==> src/rtl/time_entry_ctrl.sv <==
// Keypad time-entry controller for a microwave-style countdown.
// Collects BCD digits, clamps tens-of-seconds/minutes to 5 on start,
// issues a one-cycle active-low load to the counter chain, then manages
// run/pause/done. All outputs are registered from the next state.
module time_entry_ctrl #(
  parameter int unsigned NUM_DIGITS = 3
) (
  input  logic                    clk,
  input  logic                    clearn,
  input  logic                    key_valid,
  input  logic [3:0]              key_digit,
  input  logic                    clear_key,
  input  logic                    start_key,
  input  logic                    stop_key,
  input  logic                    timer_done,
  output logic [4*NUM_DIGITS-1:0] data,
  output logic                    load,
  output logic                    en,
  output logic                    done,
  output logic                    busy
);

  localparam int unsigned DW = 4 * NUM_DIGITS;
  localparam logic [2:0]  MAX_CNT = 3'(NUM_DIGITS);

  typedef enum logic [2:0] {
    IDLE, ENTRY, LOAD, RUN, PAUSED, DONE
  } state_t;

  state_t          state_q, state_d;
  logic [DW-1:0]   data_q, data_d;
  logic [2:0]      cnt_q, cnt_d;
  logic            clr_pend_q, clr_pend_d;
  logic            load_q, load_d;
  logic            en_q, en_d;
  logic            done_q, done_d;
  logic            busy_q, busy_d;
  logic            clr;

  assign data = data_q;
  assign load = load_q;
  assign en   = en_q;
  assign done = done_q;
  assign busy = busy_q;

  // Next-state and registered-output decode; strobe priority is
  // clear > timer_done > start > stop > key_valid.
  always_comb begin
    state_d    = state_q;
    data_d     = data_q;
    cnt_d      = cnt_q;
    clr_pend_d = 1'b0;
    // A clear seen during the single LOAD cycle is carried into the next one.
    clr        = clear_key | clr_pend_q;

    unique case (state_q)
      IDLE, ENTRY: begin
        if (clr) begin
          state_d = IDLE;
          data_d  = '0;
          cnt_d   = '0;
        end else if (start_key && state_q == ENTRY && data_q != '0) begin
          // Odd digits are the tens positions (seconds, minutes): max 5.
          for (int unsigned i = 1; i < NUM_DIGITS; i += 2) begin
            if (data_q[4*i +: 4] > 4'd5) data_d[4*i +: 4] = 4'd5;
          end
          state_d = LOAD;
        end else if (key_valid && key_digit <= 4'd9 && cnt_q < MAX_CNT) begin
          data_d  = {data_q[DW-5:0], key_digit};
          cnt_d   = cnt_q + 3'd1;
          state_d = ENTRY;
        end
      end
      LOAD: begin
        state_d    = RUN;
        clr_pend_d = clear_key;
      end
      RUN: begin
        if (clr) begin
          state_d = IDLE;
          data_d  = '0;
          cnt_d   = '0;
        end else if (timer_done) begin
          state_d = DONE;
        end else if (stop_key) begin
          state_d = PAUSED;
        end
      end
      PAUSED: begin
        if (clr) begin
          state_d = IDLE;
          data_d  = '0;
          cnt_d   = '0;
        end else if (start_key) begin
          state_d = RUN;
        end
      end
      DONE: begin
        if (clr || start_key) begin
          state_d = IDLE;
          data_d  = '0;
          cnt_d   = '0;
        end
      end
      default: begin
        state_d = IDLE;
        data_d  = '0;
        cnt_d   = '0;
      end
    endcase

    load_d = (state_d != LOAD);
    en_d   = (state_d == RUN);
    done_d = (state_d == DONE);
    busy_d = (state_d == RUN) || (state_d == PAUSED);
  end

  // State and output registers with asynchronous active-low clear.
  always_ff @(posedge clk or negedge clearn) begin
    if (!clearn) begin
      state_q    <= IDLE;
      data_q     <= '0;
      cnt_q      <= '0;
      clr_pend_q <= 1'b0;
      load_q     <= 1'b1;
      en_q       <= 1'b0;
      done_q     <= 1'b0;
      busy_q     <= 1'b0;
    end else begin
      state_q    <= state_d;
      data_q     <= data_d;
      cnt_q      <= cnt_d;
      clr_pend_q <= clr_pend_d;
      load_q     <= load_d;
      en_q       <= en_d;
      done_q     <= done_d;
      busy_q     <= busy_d;
    end
  end

endmodule
==> config.mk <==
export PLATFORM = sky130hd
export DESIGN_NAME = time_entry_ctrl
export DESIGN_NICKNAME = d
export VERILOG_FILES = /design/src/rtl/time_entry_ctrl.sv
export SDC_FILE = /design/constraint.sdc
export NUM_CORES = 1
export LEC_CHECK = 0
export ABC_AREA = 1
export CORE_ASPECT_RATIO = 2
export CORE_MARGIN = 5
export CORE_UTILIZATION = 40
export CTS_CLUSTER_DIAMETER = 60
export DETAILED_ROUTE_END_ITERATION = 7
export PLACE_DENSITY = 0.66
export SLEW_MARGIN = 40
export SYNTH_ARGS = -nofsm -noshare
export SYNTH_HDL_FRONTEND = slang
export SYNTH_SLANG_ARGS = --single-unit
==> constraint.sdc <==
create_clock -name clk -period 3 [get_ports clk]
set_input_delay 0.45 -clock clk [delete_from_list [all_inputs] [get_ports clk]]
set_output_delay 0.45 -clock clk [all_outputs]
set_load 0.01 [all_outputs]
After elaboration in Yosys (flattened, before gate mapping)
Index checks and enable logic that the tools add are counted.
- bits in registers: 23
- bits in latches: 0
- RAM bits: 0
- bits in read-only memories: 0
- output and inout bits: 16
- logic and storage cells: 68
- memories: 0
- $add $sub $neg: 1
- multipliers: 0
- divide/modulo/power cells: 0
- magnitude comparators: 3
- eq/ne operators: 15
- shifts and indexed selects: 0
- mux-type cells: 26
- bitwise operators: 2
- reduce and logical (&&, ||, !) cells: 12
- operators by type and width (kind ; number):
    $mux 12 ; 4
    $pmux 12 s4 ; 1
    $mux 3 ; 14
    $mux 4 ; 4
    $pmux 3 s5 ; 1
    $eq 3x3->1 const B ; 4
    $pmux 3 s4 ; 1
    $reduce_bool 12->1 ; 1
    $reduce_and 5->1 ; 2
    $eq 3x2->1 const B ; 3
    $ne 4x4->1 const B ; 2
    $ne 3x3->1 const B ; 2
    $gt 4x3->1 const B ; 1
    $le 4x4->1 const B ; 1
    $logic_and 1x1->1 ; 4
    $reduce_or 2->1 ; 2
    $add 3x1->3 const B ; 1
    $eq 3x1->1 const B ; 1
    $logic_not 3->1 ; 1
    $lt 3x2->1 const B ; 1
    $ne 3x2->1 const B ; 1
    $logic_or 1x1->1 ; 2
    $ne 2x1->1 const B ; 1
    $ne 2x2->1 const B ; 1
    other kinds (3) ; 3

Depth between registers and ports, before layout
- depth in word-level cells: 9
- mapped depth: 10

Worst setup path before layout
No wires, ideal clock.
- kind: input to register
- start point: input port start_key
- end point: register data_q[10] (netlist: data[10])
- arrival time: 1.197 ns
- required time: 2.877 ns
- setup slack: 1.680 ns
- stages: 7
- path buffers: 0
- cells stage by stage: inv_1 nand2_1 nor2_1 nor2_2 nand3_4 nor2_4 o21ai_1
- longest elaborated chain between the ends: 4
- RTL lines (element ; RTL line ; source):
    start, declared ; 13 ; input logic start_key,
    $logic_and 1x1->1 (2 in a row) ; 62 ; end else if (start_key && state_q == ENTRY && data_q != '0) begin
    $ne 3x3->1 (no line) ; - ;
    $reduce_and 5->1 (no line) * ; - ;
    end signal, assigned ; 131 ; data_q <= data_d;
    end, declared ; 31 ; logic [DW-1:0] data_q, data_d;
Every way passes the cells marked *; elsewhere a longest branch is shown, timed or not.
A chain may end at the register's enable or synchronous reset.

Worst setup path after layout
- start point: register load_q (netlist: load)
- end point: output port load
- RTL lines (element ; RTL line ; source):
    start, declared ; 34 ; logic load_q, load_d;
    start signal, assigned ; 134 ; load_q <= load_d;
    end, declared ; 17 ; output logic load,
No word-level cell between the ends.

==> reports/metrics.cfg <==
[clocking]
cts_max_path_buffers=2
cts_resized=0
ctsHoldBuffers=0
cts_made_buffers=3
post-cts-setup-buffers=0
clockRootBuffer=clkbuf_8
htreeDepth=1
cts_tree=built
clk_pin_slew_ns=0.08
clkSinkCount=23
clk_latency_ns=0.27

[synthesis]
yosysSeqAreaShare_pct=47.1
synth_area_um2=1220
avgSynthCellArea_um2=8.11
ys_ff_latch=23
synth_ff_type=dfrtp_1
syn_nets=163
synth_cells=151
synthArstFlopShare_pct=100
yosys.cell_types.count=28
yosysWarnings=0
synth_edf_count=0

[route]
drc=0
routed_via_density=5.04
wl_per_cell_um=12.8
first_pass_iters=6
routed_wl_mm=2.71
route.vias.total=1068
drt_iter0_markers=17
detail-route-antenna-nets=0

[place]
place_congestion=0.900
placed_area_um2=1530
dp_slack_ns=1.05
portBuffers=26
dpl.hpwl_mm=2.24
dp.cells=208

[critical_path]
crit_required_ns=2.55
crit_path_max_incr_delay_ns=0.53
crit_chain=clkdlybuf4s50_1
cp_max_fo=1
crit_type=reg2out
worstPathArrival_ns=1.31
critPathBufInv=1
startpoint_type=flop
cp_slowest_cell=clkdlybuf4s50_1
worstSetupEndpointType=output port
worst_path_dominant_cell_family=buffers and inverters

[sta]
finalCritPeriodShare_pct=58.6
final.min_clock_period_ns=1.76
setup_viol=0
finalWorstSetupSlack_ns=1.24
fmax_mhz=569
rsz0062_at_grt=false
tns_ns=0
slew_headroom_pct=80.4
whs_ns=0.530
hold_violations=0
report.final.slew_viol_count=0
worst_pin_slew_ns=0.292
clock_skew_ns=0.00405

[pwr]
ir_worst_vdd_mv=0.433
leakage_nw=0.817
power_per_cell_area_nw_per_um2=925

[floorplan]
ios=27
fp.dieW_um=49.1
placementRows=28
coreArea_um2=2940
die-area_um2=4340
initial_utilization_pct=41.6
fp.dieH_um=88.3

[final_layout]
drive_gt1_share_pct=15.4
fin_area_um2=1580
seqCellArea_um2=577
final_cell_mix=47 x nand2_1, 26 x clkdlybuf4s50_1, 22 x dfrtp_1
diodes=0
layout_commonest_cell=nand2_1
finalNonFillerCells=212
area_delta_synth_final_pct=28.7
multi_input_area_um2=569
finalNetCount=195
fill_cells=304

[grt]
gr-usage-all-layers_pct=13.5
grt_first_pass_wirelength_mm=4.57
antenna_found_initial=0
grt_overflow=0
grt_pass1_vias=1052
grt_max_degree=24

[hold_path]
hold_class=in2async

[outcome]
outcome=finished clean

[job]
maxCapViolCount=0

-- cell families after synthesis --
kind of cell / Yosys count / share of synthesized area [%]
and+or+nand+nor: 90 / 37.3
DFF: 23 / 47.1
buffers and inverters: 21 / 6.43
AOI/OAI and AO/OA: 15 / 7.46
xor gates and xnor gates: 1 / 0.715
adders and majority gates: 1 / 1.02
-- worst reg2reg max path: stages (launching register included) --
cell,delay [ns]
dfrtp_1,0.43
nor2_1,0.12
nand2_1,0.07
nor2_1,0.08
nand2_1,0.12
nand2_2,0.13
nand2_2,0.11
nor2_8,0.17
nand2_1,0.10
o21ai_1,0.08
-- power by group --
part           internal [mW]  switching, mW  total (mW)  leakage (nW)
logic                  0.315          0.449       0.764         0.484
registers              0.414         0.0915       0.505         0.308
clock network         0.0927         0.0960       0.189        0.0255
total                  0.821          0.637        1.46         0.817
-- Yosys cell counts, types with 2 or more instances --
cell	count	area share (%)
dfrtp_1	22	45
o21ai_2	3	2.1
nand2_2	5	2.6
inv_2	3	0.92
o21ai_1	4	1.6
nand3_1	9	3.7
nand2_1	47	14
nor2_1	14	4.3
a21oi_1	3	1.2
inv_1	18	5.5
o21ai_0	3	1.2
or2_2	2	1.0
nand3_2	2	1.6
nor2_4	2	1.8
-- per-stage QoR --
stage               power [mW]  utilization [%]
CTS                       1.47             53.6
finish                    1.46             53.6
global placement          1.26             52.0
detailed placement        1.28             52.0
floorplan                0.995                -
global route              1.58             53.6
-- per-layer routing --
metal  vias to the layer above  wire length (um)  track usage [%]
li1                        533                 -                -
met1                       493               965             13.3
met2                        33              1510             25.5
met3                         9               155             2.02
met4                         0                80             8.33
met5                         -                 0                0
-- sequential cells by signal (all words and copies together) (netlist names) --
register and cells:
cnt_q 3, done 1, busy 1, load 1, state_q 3, clr_pend_q 1, en 1, data 12
-- path summary, 6_finish.rpt --
| check | start | to | slack, ns | cells after the start |
|---|---|---|---|---|
| max in group asynchronous | clearn | load | 2.19 | 2 |
| min | clearn | data[6] | 0.53 | 2 |
| max | load | load | 1.24 | 1 |
| min reg2reg | cnt_q[1] | cnt_q[1] | 0.54 | 2 |
| min in group clk | cnt_q[1] | cnt_q[1] | 0.54 | 2 |
| max reg2reg | data[0] | data[1] | 1.53 | 9 |
-- cell type report --
| class | instances | area share [%] |
|---|---|---|
| inverter | 21 | 5.00 |
| multi-input combinational | 107 | 36.1 |
| tap | 30 | 2.38 |
| clock buffer | 3 | 2.62 |
| sequential | 23 | 36.6 |
| clock inverter | 1 | 0.317 |
| timing repair buffer | 27 | 17.0 |
Power figures use the tool's default switching activity.
